### src/rtl/game_pkg.sv
// Shared encodings and screen constants for the runner game.
// Included by the game supervisor and anything that decodes its state.
package game_pkg;

    typedef enum logic [1:0] {
        ST_IDLE = 2'b00,
        ST_RUN  = 2'b01,
        ST_OVER = 2'b10
    } game_state_e;

    localparam int OBS_PARK_X = 900;
    localparam int OBS_WRAP_X = 896;
    localparam int GROUND_Y   = 400;

    localparam int unsigned DEF_DINO_W      = 40;
    localparam int unsigned DEF_DINO_H      = 40;
    localparam int unsigned DEF_OBS_W       = 20;
    localparam int unsigned DEF_OBS_H       = 40;
    localparam int unsigned DEF_HOLD_CYCLES = 50_000_000;

    function automatic logic [15:0] sat_inc16(input logic [15:0] v);
        return (v == 16'hFFFF) ? v : v + 16'd1;
    endfunction

endpackage

### src/rtl/btn_sync_edge.sv
// Two-flop synchroniser plus rising-edge detect for a raw push button.
// The pulse is registered, so it appears three clocks after the raw edge.
module btn_sync_edge (
    input  logic clk,
    input  logic rst,
    input  logic btn_raw_i,
    output logic pulse_o
);

    logic sync1_q;
    logic sync2_q;
    logic prev_q;
    logic pulse_q;

    always_ff @(posedge clk) begin
        if (rst) begin
            sync1_q <= 1'b0;
            sync2_q <= 1'b0;
            prev_q  <= 1'b0;
            pulse_q <= 1'b0;
        end else begin
            sync1_q <= btn_raw_i;
            sync2_q <= sync1_q;
            prev_q  <= sync2_q;
            pulse_q <= sync2_q & ~prev_q;
        end
    end

    assign pulse_o = pulse_q;

endmodule

### src/rtl/game_ctrl.sv
// Runner game supervisor: collision detection, score keeping and the
// IDLE/RUN/OVER state that the obstacle mover and display path follow.
module game_ctrl
    import game_pkg::*;
#(
    parameter int unsigned DINO_W      = DEF_DINO_W,
    parameter int unsigned DINO_H      = DEF_DINO_H,
    parameter int unsigned OBS_W       = DEF_OBS_W,
    parameter int unsigned OBS_H       = DEF_OBS_H,
    parameter int unsigned HOLD_CYCLES = DEF_HOLD_CYCLES
) (
    input  logic        clk,
    input  logic        rst,
    input  logic        jump_btn_i,
    input  logic [9:0]  dino_x_i,
    input  logic [9:0]  dino_y_i,
    input  logic [9:0]  obs_x_i,
    input  logic [9:0]  obs_y_i,
    output logic [1:0]  state_o,
    output logic [15:0] score_o,
    output logic [15:0] high_score_o,
    output logic        collision_o
);

    localparam int HOLD_W = (HOLD_CYCLES > 1) ? $clog2(HOLD_CYCLES) : 1;
    localparam logic [HOLD_W-1:0] HOLD_MAX = HOLD_W'(HOLD_CYCLES - 1);

    game_state_e       state_q;
    logic [15:0]       score_q;
    logic [15:0]       high_q;
    logic              coll_q;
    logic [HOLD_W-1:0] hold_q;
    logic [9:0]        obs_x_q;

    logic jump_p;
    logic hit;
    logic wrap;

    btn_sync_edge u_jump_sync (
        .clk       (clk),
        .rst       (rst),
        .btn_raw_i (jump_btn_i),
        .pulse_o   (jump_p)
    );

    // 11-bit compare so edge + size can never wrap around
    logic [10:0] dino_l, dino_t, obs_l, obs_t;
    assign dino_l = {1'b0, dino_x_i};
    assign dino_t = {1'b0, dino_y_i};
    assign obs_l  = {1'b0, obs_x_i};
    assign obs_t  = {1'b0, obs_y_i};

    assign hit = (dino_l < obs_l + 11'(OBS_W))  && (obs_l < dino_l + 11'(DINO_W)) &&
                 (dino_t < obs_t + 11'(OBS_H))  && (obs_t < dino_t + 11'(DINO_H));

    assign wrap = obs_x_i > obs_x_q;

    always_ff @(posedge clk) begin
        if (rst) begin
            state_q <= ST_IDLE;
            score_q <= '0;
            high_q  <= '0;
            coll_q  <= 1'b0;
            hold_q  <= '0;
            obs_x_q <= '0;
        end else begin
            coll_q  <= hit;
            obs_x_q <= obs_x_i;
            unique case (state_q)
                ST_IDLE: begin
                    if (jump_p) begin
                        state_q <= ST_RUN;
                        score_q <= '0;
                    end
                end
                ST_RUN: begin
                    // a hit wins over a same-edge wrap: the obstacle was not cleared
                    if (hit) begin
                        state_q <= ST_OVER;
                        hold_q  <= '0;
                        if (score_q > high_q) high_q <= score_q;
                    end else if (wrap) begin
                        score_q <= sat_inc16(score_q);
                    end
                end
                ST_OVER: begin
                    if (hold_q != HOLD_MAX) hold_q <= hold_q + HOLD_W'(1);
                    if (jump_p && hold_q == HOLD_MAX) state_q <= ST_IDLE;
                end
                default: state_q <= ST_IDLE;
            endcase
        end
    end

    assign state_o      = state_q;
    assign score_o      = score_q;
    assign high_score_o = high_q;
    assign collision_o  = coll_q;

endmodule

### config.mk
export PLATFORM = sky130hd
export DESIGN_NAME = game_ctrl
export DESIGN_NICKNAME = d
export VERILOG_FILES = /design/src/rtl/game_pkg.sv /design/src/rtl/btn_sync_edge.sv /design/src/rtl/game_ctrl.sv
export SDC_FILE = /design/constraint.sdc
export NUM_CORES = 1
export LEC_CHECK = 0
export CAP_MARGIN = 5
export CORE_ASPECT_RATIO = 2
export CORE_MARGIN = 10
export CORE_UTILIZATION = 55
export DETAILED_ROUTE_END_ITERATION = 8
export GPL_TIMING_DRIVEN = 0
export PLACE_DENSITY = 0.91
export SETUP_SLACK_MARGIN = 0.15
export SLEW_MARGIN = 5
export SYNTH_ARGS = -nofsm -noshare
export SYNTH_HDL_FRONTEND = slang
export SYNTH_SLANG_ARGS = --single-unit
### constraint.sdc
create_clock -name clk -period 3.9 [get_ports clk]
set_input_delay 0.39 -clock clk [delete_from_list [all_inputs] [get_ports clk]]
set_output_delay 0.39 -clock clk [all_outputs]
set_load 0.005 [all_outputs]
== Word level (Yosys, flattened, before mapping) ==
Index checks and enable logic that the tools add are counted.

* Register bits: 75
* Latch bits: 0
* RAM bits: 0
* Memory bits (read-only): 0
* Input port bits: 43
* Logic and storage cells: 59
* Memories kept: 0

* $add $sub $neg: 6
* Multipliers: 0
* Divide/modulo/power cells: 0
* Order comparisons: 6
* Equality and inequality tests: 12
* Shifts and indexed selects: 0
* Muxes and demuxes: 12
* Bitwise gates (word level): 2
* Reductions and logical operators: 11

{| class="wikitable"
|+ Operator list
! operator !! number
|-
| 16-bit 2-to-1 mux || 4
|-
| 26-bit 2-to-1 mux || 2
|-
| 26-bit case mux with 2 select lines || 1
|-
| 10-bit by 11-bit < comparator with 1-bit output || 4
|-
| 10-bit by 6-bit adder with 11-bit output, second input constant || 3
|-
| 16-bit case mux with 2 select lines || 1
|-
| 26-bit by 1-bit adder with 26-bit output, second input constant || 1
|-
| 26-bit == test, second input constant || 1
|-
| 26-bit != test, second input constant || 1
|-
| 16-bit by 1-bit adder with 16-bit output, second input constant || 1
|-
| 16-bit == test, second input constant || 1
|-
| 16-bit > comparator || 1
|-
| 2-bit != test, second input constant || 6
|-
| 10-bit by 5-bit adder with 11-bit output, second input constant || 1
|-
| 10-bit > comparator || 1
|-
| 3-bit AND reduction || 3
|-
| 2-bit 2-to-1 mux || 3
|-
| 2-bit case mux with 3 select lines || 1
|-
| 5-bit AND reduction || 1
|-
| 1-bit logical AND || 4
|-
| 2-bit nonzero test || 2
|-
| 2-bit by 1-bit == test with 1-bit output, second input constant || 1
|-
| 2-bit == test, second input constant || 1
|-
| 2-bit logical NOT || 1
|-
| 3 further kinds || 3
|}

== Depth between registers and ports, before layout ==
Gate-level depths: netlist of run 1.

* Word-level depth: 7
* Depth in mapped cells: 14

== Modules after synthesis ==
A second synthesis of run 1 with hierarchy kept.

* Cell total of the unflattened synthesis: 617
* Area total of the unflattened synthesis: 5096.1 um^2

{| class="wikitable"
|+ Modules (own cells, without submodules)
! module !! times used !! cells each !! area each (um^2) !! sequential area each (um^2)
|-
| game_ctrl || 1 || 609 || 4984.8 || 1421.4
|-
| btn_sync_edge || 1 || 8 || 111.4 || 80.1
|}

== Worst setup path after synthesis of run 1 ==
OpenSTA, ideal clock, no wires.

* Path type: input port to flip-flop
* From: input obs_x_i[2]
* To: register high_q[6] (netlist: high_score_o[6])
* Library setup time: 0.128 ns
* Data arrival time: 3.238 ns
* Setup slack: 0.534 ns
* Stages on the path: 14
* Buffers on the path: 2
* Cell sequence: ha_1 o2111ai_1 xor2_1 ha_1 a21oi_1 nor2b_1 a32o_1 or3_4 nor4_4 and4b_1 buf_4 buf_4 mux2i_1 nor2_1

* Longest elaborated chain between the ends: 6
* Elaborated cells on any way between the ends: 7

{| class="wikitable"
|+ RTL lines
! what !! RTL line !! source
|-
| start, declared || game_ctrl.sv:17 || <nowiki>input logic [9:0] obs_x_i,</nowiki>
|-
| 10-bit by 5-bit adder with 11-bit output || game_ctrl.sv:53 || <nowiki>assign hit = (dino_l < obs_l + 11'(OBS_W)) && (obs_l < dino_l + 11'(DINO_W)) &&</nowiki>
|-
| 10-bit by 11-bit < comparator with 1-bit output || game_ctrl.sv:53 ||
|-
| 1-bit logical AND (*) (2 in a row) || game_ctrl.sv:53 ||
|-
| 1-bit logical AND (*) || game_ctrl.sv:54 || <nowiki>(dino_t < obs_t + 11'(OBS_H)) && (obs_t < dino_t + 11'(DINO_H));</nowiki>
|-
| 3-bit AND reduction (no line) (*) || - ||
|-
| end signal, assigned || game_ctrl.sv:81 || <nowiki>if (score_q > high_q) high_q <= score_q;</nowiki>
|-
| end, declared || game_ctrl.sv:30 || <nowiki>logic [15:0] high_q;</nowiki>
|}

Every way passes the cells marked *; elsewhere a longest branch is shown, timed or not.
A chain may end at the register's enable or synchronous reset.

== Worst setup path in the final report of run 1 ==
* From: input dino_y_i[7]
* To: register score_q[2] (netlist: score_o[2])

* Longest elaborated chain between the ends: 5
* Elaborated cells on any way between the ends: 7

{| class="wikitable"
|+ RTL lines
! what !! RTL line !! source
|-
| start, declared || game_ctrl.sv:16 || <nowiki>input logic [9:0] dino_y_i,</nowiki>
|-
| 10-bit by 6-bit adder with 11-bit output / 10-bit by 11-bit < comparator with 1-bit output (equally long branches) || game_ctrl.sv:54 ||
|-
| 10-bit by 11-bit < comparator with 1-bit output / 1-bit logical AND (equally long branches) || game_ctrl.sv:54, game_ctrl.sv:53 ||
|-
| 1-bit logical AND (*) || game_ctrl.sv:54 ||
|-
| 2-bit != test (no line) (*) || - ||
|-
| 5-bit AND reduction (no line) (*) || - ||
|-
| end signal, assigned || game_ctrl.sv:83 || <nowiki>score_q <= sat_inc16(score_q);</nowiki>
|-
| end, declared || game_ctrl.sv:29 || <nowiki>logic [15:0] score_q;</nowiki>
|}

Marks and branches as above.

==> metrics.txt, run 1 <==
setup TNS 0 ns; commonest cells in the netlist 75 x dfxtp_1, 67 x ha_1, 44 x nand2_1, 42 x inv_1, 36 x nand3_1; pin count of the biggest net entering global routing 13; dominant cells by area after synthesis dfxtp_1 29%, ha_1 16%, nand3_1 3.5%; Num CTS Buffers 9; Die Wd 88.8 um; Rel. slew slack approximately 50%; Net Count, Synth roughly 730; WP data arrival between 3 and 4 ns; Primary FF master, synth dfxtp_1; antenna-violating nets left 0; synthesis-stage register bit count 75; Leakage Power about 0.0026 uW; register area share after synthesis between 20 and 30%; most frequent cell after synthesis dfxtp_1; Skew-Pair Late Insertion Delay approximately 0.34 ns; CTS root buf clkbuf_16; Hold-fix buffers, CTS 0; Ant. Diodes 0; row cnt 50; Sw Pwr between 400 and 500 uW; combinational share of power around 16%; initial DRC count between 300 and 400; overall routing resource usage between 20 and 25%; grt total ovfl 0; area grow syn2layout 26.8%; Starting Density 55.8%; Slew Limit Fails 0; outcome finished clean; Post-DP HPWL approximately 12000 um; RSZ-0062 raised after global routing no; Power Density between 300 and 400 nW/um2; worst endpoint required time roughly 4.2 ns; non-filler instance count after layout roughly 830; Ys Warns 0; CTS Buffer Depth 2; Final Hold Fails 0; Cell Area, Placed roughly 6100 um2; area leader, netlist dfxtp_1; Post-synth EDFFs 0; first-pass GRT wire length between 20000 and 25000 um; min-delay worst type flip-flop to flip-flop; TritonCTS clock tree done; design area roughly 6600 um2; placed cells between 800 and 900; port buffer count 76; nets ~830; drt total wl roughly 16000 um; # clock sinks 75; cell count after synthesis a little over 600; via count of the first global-routing pass 5562; Clock Skew about 0.0083 ns; I/O pins between 70 and 80; area of the core about 9300 um2; internal power between 1000 and 1500 uW; crit end category flip-flop; worst ir drop on vdd roughly 0.23 mV; Clock transition at path regs ~0.06 ns; initial antenna violation count 0; Tmin final ~3.7 ns; Slew @ Worst Pin about 0.76 ns; total iterations of the first detailed-routing run 6; WHS ~0.39 ns; Critical Path Start Type input pin; drt wl/cell 19.2 um; fmax 0.270 GHz; cell area after synthesis between 5000 and 6000 um2; H-tree Lvls 3; clock power share between 40% and 50%; die height roughly 160 um; Seq pwr share about 39%; Mean Syn Cell Area roughly 8.4 um2; area fraction of the dominant cell type after synthesis between 20 and 30%; CP max FO 10; Net Sw Frac between 20% and 30%; CP Class input pin to flip-flop; proportion of layout cells with a drive suffix above 1 under 10%; GPL Wtd Cong a little under 1; distinct cell type count after synthesis 61; DRC 0; post-DR vias/cell 6.46; maxcap violations 0; asr flop ratio synth 0%; vias 5332; Final period util about 95%; Die Footprint between 10000 and 15000 um2; # setup viols final 0
kinds of logic (layout without fill, tap and decap cells):
group / after synthesis / after routing / share of synthesized area, %
and+or+nand+nor: 244 / 244 / 26.1
DFF: 75 / 75 / 28.9
xor gates and xnor gates: 24 / 24 / 4.04
muxes: 14 / 14 / 2.69
adders and majority gates: 67 / 67 / 16.1
buffers and inverters: 66 / 165 / 5.10
AOI/OAI and AO/OA: 132 / 132 / 17.1
metal layers:
layer	up-vias	share of wire, %	global-route usage, %
met5	-	0	0
li1	2476	-	-
met2	242	55	41.1
met3	78	5.1	4.40
met1	2536	34	20.7
met4	0	5.9	16.1
final timing paths:
kind | to | from | depth (start not counted) | slack [ns]
max | score_o[2] | dino_y_i[7] | 16 | 0.20
min | u_jump_sync.pulse_o | u_jump_sync.prev_q | 1 | 0.39
max reg2reg | hold_q[23] | hold_q[2] | 11 | 0.72
min reg2reg | u_jump_sync.pulse_o | u_jump_sync.prev_q | 1 | 0.39
registers in the layout (all words and copies together), names as in the netlist:
signal	count
collision_o	1
high_score_o	16
hold_q	26
obs_x_q	10
score_o	16
state_o	2
u_jump_sync.prev_q	1
u_jump_sync.pulse_o	1
u_jump_sync.sync1_q	1
u_jump_sync.sync2_q	1
worst max-delay path, cell delays in order:
cell,delay (ns)
clkdlybuf4s50_1,0.55
nand2_1,0.10
nor2_1,0.12
xnor2_1,0.08
ha_1,0.33
nand4_1,0.19
nor2_1,0.16
a21oi_1,0.14
a31oi_1,0.30
nor4_4,0.07
buf_4,0.17
buf_4,0.15
or2_2,0.31
clkbuf_2,0.19
or4b_2,0.62
nand3_1,0.10
cell usage in the layout (no fill, tap or decap), drive strengths merged, types with 4 or more instances in the layout:
master         synthesis  final
dfxtp                 75     75
ha                    67     67
clkdlybuf4s50          0     59
nand2                 44     44
inv                   42     42
nand3                 36     36
nor2                  34     34
a21oi                 29     29
clkbuf                18     29
nor2b                 25     25
o21ai                 25     25
nand4                 18     18
or3                   17     17
xor2                  16     16
a21boi                15     15
buf                    6     15
mux2i                 14     14
or4                   12     12
dlymetal6s2s           0     10
o31ai                 10     10
and3                   9      9
a31oi                  9      9
xnor2                  8      8
a21o                   8      8
nand2b                 8      8
nor4                   8      8
o211ai                 7      7
and2                   6      6
nor3                   5      5
dlygate4sd2            0      5
or2                    5      5
or4b                   5      5
o2111ai                4      4
o21a                   4      4
nand4b                 4      4
metrics by stage:
stage	power, uW	setup WS (ns)	util (%)
3_3_place_gp	1070	-0.659	65.4
2_1_floorplan	964	0.534	-
4_1_cts	1980	0.153	69.2
6_report	1990	0.199	70.8
3_5_place_dp	1090	-0.773	65.4
5_1_grt	2060	0.0765	70.8
layout make-up:
cell class              count  area, um2
repair buffers             84        855
well taps                 104        130
flip-flops and latches     75       1500
clock buffers              10        239
clock inverters             5       77.6
inverters                  42        158
multi-input cells         481       3500
fillers                   664       2730
plain buffers              24        134
power by group through the flow:
stage | logic (uW) | registers [uW] | clock network [uW]
global placement | 271 | 795 | 0
finish | 320 | 779 | 891
detailed placement | 292 | 796 | 0
CTS | 303 | 779 | 897
global route | 351 | 779 | 932
floorplan | 169 | 795 | 0
repair_timing:
action	in CTS	in global routing
setup buffers	3	5
gates resized for setup	15	46
pin swaps	2	4
setup endpoints to repair	58	49
Note: power is estimated with default switching activity, not from simulation.
==> inputs of run 2 (changes only) <==
==> constraint.sdc (replaced) <==
create_clock -name clk -period 3.6 [get_ports clk]
set_input_delay 0.36 -clock clk [delete_from_list [all_inputs] [get_ports clk]]
set_output_delay 0.36 -clock clk [all_outputs]
set_load 0.005 [all_outputs]
==> run 2 against run 1 <==
  * Power rose by 8.8%
  * Global-route usage rose by 0.45 points
  * Worst setup slack improved by 0.018 ns
  * Register-to-register slack got worse by 0.26 ns
  * Routed wire length rose by 0.23%
  * Sequential power rose by 8.3%
  * Core utilization rose by 0.094 points
  * Cell count rose by 0.24%
  * Sequential share of layout area barely moved
==> metrics.txt, run 2 (synthesis gave the netlist of run 1 again) <==
outcome finished clean; WP data arrival 3.66 ns (-0.32 ns); non-filler instance count after layout 827 (+0.24%); row cnt 50 (unchanged); proportion of layout cells with a drive suffix above 1 11.2% (+3.4 points); vias 5288 (-0.83%); first-pass GRT wire length 25500 um (+2.0%); commonest non-fill, non-tap cell in the layout dfxtp_1; TritonCTS clock tree done; Clock Skew 0.00578 ns (-0.00256 ns); DRC 0 (unchanged); # clock sinks 75 (unchanged); GPL Wtd Cong 0.988 (unchanged); Clock transition at path regs 0.06 ns (about the same); I/O pins 78 (unchanged); placed cells 802 (unchanged); nets 829 (+0.24%); WHS Path Cells 2 (+1); worst ir drop on vdd 0.243 mV (+7.9%); CP max FO 10 (unchanged); Rel. slew slack 41.4% (-7.6 points); Post-DP HPWL 12000 um (unchanged); Slew Limit Fails 0 (unchanged); fmax between 0.2 and 0.3 GHz; RSZ-0062 raised after global routing no; Starting Density 55.8% (unchanged); Num CTS Buffers 9 (unchanged); setup TNS 0 ns (unchanged); area of the core 9320 um2 (unchanged); Die Wd 88.8 um (unchanged); # setup viols final 0 (unchanged); worst hold start obs_x_i[3]; Worst R2R Path Depth 11 (unchanged); antenna-violating nets left 0 (unchanged); initial antenna violation count 0 (unchanged); post-DR vias/cell 6.39 (-1.1%); worst endpoint required time 3.88 ns (-0.30 ns); Tmin final approximately 3.4 ns; Critical Path Start Type input pin; CP Class input pin to flip-flop; Cell Area, Placed 6090 um2 (unchanged); overall routing resource usage 22.8% (+0.45 points); die height 158 um (unchanged); via count of the first global-routing pass 5626 (+1.2%); Multi-input gate area 3580 um2 (+2.3%); CTS Buffer Depth 2 (unchanged); design area 6610 um2 (+0.13%); worst r2r dst hold_q[23]; port buffer count 76 (unchanged); initial DRC count 363 (+11%); CTS root buf clkbuf_16; Leakage Power 0.00255 uW (-1.5%); area grow syn2layout 27.0%; r2r startpoint hold_q[2]; Hold-fix buffers, CTS 0 (unchanged); drt total wl 15900 um (+0.23%); Final Hold Fails 0 (unchanged); Slew @ Worst Pin 0.875 ns (+0.113 ns); Pwr Total 2170 uW (+8.8%); most frequent cells in the layout 75 x dfxtp_1, 62 x ha_1, 53 x clkdlybuf4s50_1; Final period util 94.0%; WHS Endpoint obs_x_q[3]; Skew-Pair Late Insertion Delay 0.34 ns (about the same); Most flops, register hold_q; pin count of the biggest net entering global routing 13 (unchanged); grt total ovfl 0 (unchanged); FF-to-FF setup slack 0.46 ns (-0.26 ns); maxcap violations 0 (unchanged); drt wl/cell 19.2 um (about the same); WHS 0.366 ns (-0.0224 ns); H-tree Lvls 3 (unchanged); min-delay worst type input pin to flip-flop; total iterations of the first detailed-routing run 6 (unchanged); register area 1500 um2 (unchanged); Die Footprint 14000 um2 (unchanged); Ant. Diodes 0 (unchanged); Power Density 328 nW/um2 (+8.7%); Layout fillers 664 (unchanged); max reg flops 26 (unchanged); crit end category flip-flop
run 2: cell count changes in the layout (fill, tap and decap cells not counted), moves of 3 or more:
cell / delta
a21oi_2: +3
buf_4: +3
clkbuf_2: +8
clkdlybuf4s50_1: -6
dlymetal6s2s_1: -7
ha_4: +3
o21ai_2: +3
run 2: critical path, stage by stage:
cell           delay (ns)
dlygate4sd2_1        0.30
ha_2                 0.22
xor2_1               0.16
ha_1                 0.29
nand2_1              0.08
o21ai_1              0.19
a21oi_2              0.06
o32ai_2              0.39
nor4_4               0.08
buf_4                0.18
buf_4                0.15
or2_2                0.31
clkbuf_4             0.19
or4b_2               0.61
nand3_1              0.10
run 2: repair_timing:
action	in CTS	in global routing
gates cloned	0	1
resized for setup	50	58
buffers inserted	9	0
hold endpoints to repair	0	0
pin swaps	5	11
setup endpoints to repair	58	56
run 2: area by class of cell:
| type | instances | area share (%) |
|---|---|---|
| multi-input cells | 481 | 54.2 |
| flip-flops and latches | 75 | 22.7 |
| repair buffers | 86 | 11.7 |
| clock buffers | 10 | 3.62 |
| inverters | 42 | 2.39 |
| plain buffers | 24 | 2.18 |
| well taps | 104 | 1.97 |
| clock inverters | 5 | 1.17 |
run 2: stage by stage:
step           setup WS (ns)  utilization [%]
3_3_place_gp          -0.929             65.4
3_5_place_dp           -1.04             65.4
5_1_grt                0.146             70.9
4_1_cts                0.159             70.2
2_1_floorplan          0.264                -
6_report               0.217             70.9
run 2: how the worst max path moves through the flow:
| stage | start | endpoint | slack, ns | cells past startpoint |
|---|---|---|---|---|
| 6_report | dino_x_i[4] | score_o[2] | 0.22 | 15 |
| 5_1_grt | dino_x_i[4] | score_o[2] | 0.15 | 15 |
| 4_1_cts | obs_x_i[2] | hold_q[15] | 0.16 | 16 |
| 3_5_place_dp | obs_x_i[2] | hold_q[25] | -1.04 | 15 |
| 3_3_place_gp | obs_x_i[2] | hold_q[25] | -0.93 | 15 |
| 2_1_floorplan | obs_x_i[2] | high_score_o[6] | 0.26 | 14 |
run 2: report_power, final:
group / switching (uW) / internal [uW]
registers: 4.00 / 840
clock network: 346 / 619
logic: 197 / 159
run 2: per-layer routing:
layer | wire, um | track usage, %
met2 | 8740 | 42.3
met1 | 5490 | 21.3
met3 | 748 | 4.30
met5 | 0 | 0
met4 | 877 | 15.3
==> inputs of run 3 (changes only) <==
--- a/config.mk
+++ b/config.mk
@@ -7,7 +7,7 @@
 export LEC_CHECK = 0
 export CAP_MARGIN = 5
 export CORE_ASPECT_RATIO = 2
-export CORE_MARGIN = 10
+export CORE_MARGIN = 5
 export CORE_UTILIZATION = 55
 export DETAILED_ROUTE_END_ITERATION = 8
 export GPL_TIMING_DRIVEN = 0
==> run 3 against run 2 <==
  * Cell area is 0.45% lower
  * Flip-flop and latch count stayed put
  * Worst setup slack gained 0.025 ns
  * Critical path type unchanged
  * Critical endpoint unchanged
==> metrics.txt, run 3 (synthesis gave the netlist of run 1 again) <==
Slew @ Worst Pin 0.758 ns (-0.118 ns); crit-path cells clkdlybuf4s50_1 > and3_1 > o21ai_0 > xor2_1 > ha_1 > nand4_1 > a21oi_2 > nor4_4 > buf_4 > buf_4 > or2_2 > clkbuf_4 > or4b_2 > nand3_1; max reg flops 26 (unchanged); proportion of layout cells with a drive suffix above 1 9.38% (-1.8 points); initial DRC count 294 (-19%); Slew Limit Fails 0 (unchanged); Leakage Power 0.00260 uW (+2.2%); grt total ovfl 0 (unchanged); Most flops, register hold_q; Final Hold Fails 0 (unchanged); WP data arrival 3.64 ns (-0.02 ns); Power Density 307 nW/um2 (-6.4%); post-DR vias/cell 6.29 (-1.7%); Hold-fix buffers, CTS 0 (unchanged); WHS Path Cells 2 (unchanged); cell family with the largest share of critical-path delay simple AND/OR/NAND/NOR gates; CP max FO 10 (unchanged); DRC 0 (unchanged); drt wl/cell 18.3 um (-4.8%); area grow syn2layout 26.4%; Clock Skew 0.00426 ns (-0.00153 ns); overall routing resource usage 26.3% (+3.5 points); most frequent cells in the layout 75 x dfxtp_1, 63 x ha_1, 53 x clkdlybuf4s50_1; maxcap violations 0 (unchanged); Critical Path Start Type input pin; Final period util 93.3% (-0.68 points); Tmin final 3.36 ns (-0.0245 ns); Die Footprint 11600 um2 (-17%); slowest stage delay, CP 0.61 ns (about the same); CTS Buffer Depth 2 (unchanged); worst endpoint required time 3.88 ns (about the same); TritonCTS clock tree done; outcome finished clean; I/O pins 78 (unchanged); antenna-violating nets left 0 (unchanged); most frequent CP cell buf_4; area of the core 9320 um2 (unchanged); CP max-delay cell or4b_2; internal power 1500 uW (-7.2%); pre-CTS worst setup slack -0.962 ns (+0.0802 ns); Seq pwr share 41.8% (+2.8 points); min-delay worst type input pin to flip-flop; Rel. slew slack 49.2% (+7.9 points); Post-DP HPWL 11500 um (-4.0%); Net Sw Frac 25.6% (+0.34 points); row cnt 50 (unchanged); fmax 0.298 GHz (+0.73%); first-pass GRT wire length 24500 um (-3.8%); Worst R2R Path Depth 11 (unchanged); H-tree Lvls 3 (unchanged); port buffer count 76 (unchanged); cell count along the critical path 14 (-1); Die Wd 78.8 um (-11%); via count of the first global-routing pass 5482 (-2.6%); initial antenna violation count 0 (unchanged); Starting Density 55.8% (unchanged); Clock transition at path regs 0.05 ns (about the same); Skew-Pair Late Insertion Delay 0.34 ns (about the same); vias 5211 (-1.5%); crit end category flip-flop; pin count of the biggest net entering global routing 12 (-1); Ant. Diodes 0 (unchanged); WHS 0.363 ns (-0.00368 ns); # setup viols final 0 (unchanged); nets 830 (+0.12%); GPL Wtd Cong 0.900 (-9.0%); WP buf/inv 4 (unchanged); # clock sinks 75 (unchanged); drt total wl 15100 um (-4.6%); total iterations of the first detailed-routing run 5 (-1); clock power share 41.2% (-3.4 points); RSZ-0062 raised after global routing yes; CP Class input pin to flip-flop; combinational share of power 17.0% (+0.5 points); Sw Pwr 517 uW (-5.5%); die height 148 um (-6.3%); Worst Setup Slack, final 0.241 ns (+0.0245 ns); Num CTS Buffers 9 (unchanged); commonest non-fill, non-tap cell in the layout dfxtp_1; worst ir drop on vdd 0.253 mV (+4.1%); CTS root buf clkbuf_16
[run 3: per-layer routing]
metal  vias up  routed length (um)  GRT usage, %
met4         0                 790          16.1
met2       197                8460          51.5
met5         -                   0             0
met3        70                 655          4.39
met1      2464                5220          24.0
li1       2480                   -             -
[run 3: worst reg2reg max path: stages (launching register included)]
cell and delay [ns]:
dfxtp_1 0.39, and4_1 0.23, and2_1 0.13, clkbuf_1 0.24, nand2_1 0.11, nor4_1 0.40, a31oi_1 0.36, a21oi_4 0.36
buf_6 0.19, buf_2 0.26, o21ai_0 0.13, a21boi_0 0.18
[run 3: timing repair]
item                                    in CTS  in global routing
pin swaps                                    5                  4
resized for setup                           37                 38
buffers inserted                            10                  1
endpoints found under the setup margin      58                 58
[run 3: final timing paths]
path	startpoint	end	slack (ns)
max	obs_y_i[8]	score_o[2]	0.24
min	obs_x_i[3]	obs_x_q[3]	0.36
max reg2reg	hold_q[2]	hold_q[13]	0.53
min reg2reg	u_jump_sync.prev_q	u_jump_sync.pulse_o	0.39
[run 3: power by group through the flow]
stage / combinational, uW / sequential, uW / clock, uW
global placement: 293 / 862 / 0
CTS: 333 / 844 / 840
detailed placement: 311 / 862 / 0
global route: 377 / 845 / 873
finish: 343 / 845 / 831
floorplan: 183 / 861 / 0
[run 3: per-stage QoR]
stage	power (uW)	cell area (um2)	TNS, ns	util (%)	std cells
after floorplan	1040	5200	0	-	622
after global placement	1150	6090	-36.94	65.4	802
after detailed placement	1170	6090	-42.65	65.4	802
after CTS	2020	6500	0	69.8	828
after global routing	2090	6580	0	70.5	829
final	2020	6580	0	70.5	829
[run 3: final cells by class]
| cell class | count | area [um2] |
|---|---|---|
| Fill cell | 687 | 2750 |
| Inverter | 42 | 158 |
| Multi-Input combinational cell | 481 | 3540 |
| Tap cell | 104 | 130 |
| Sequential cell | 75 | 1500 |
| Clock buffer | 14 | 264 |
| Timing Repair Buffer | 87 | 841 |
| Clock inverter | 2 | 10.0 |
| Buffer | 24 | 134 |
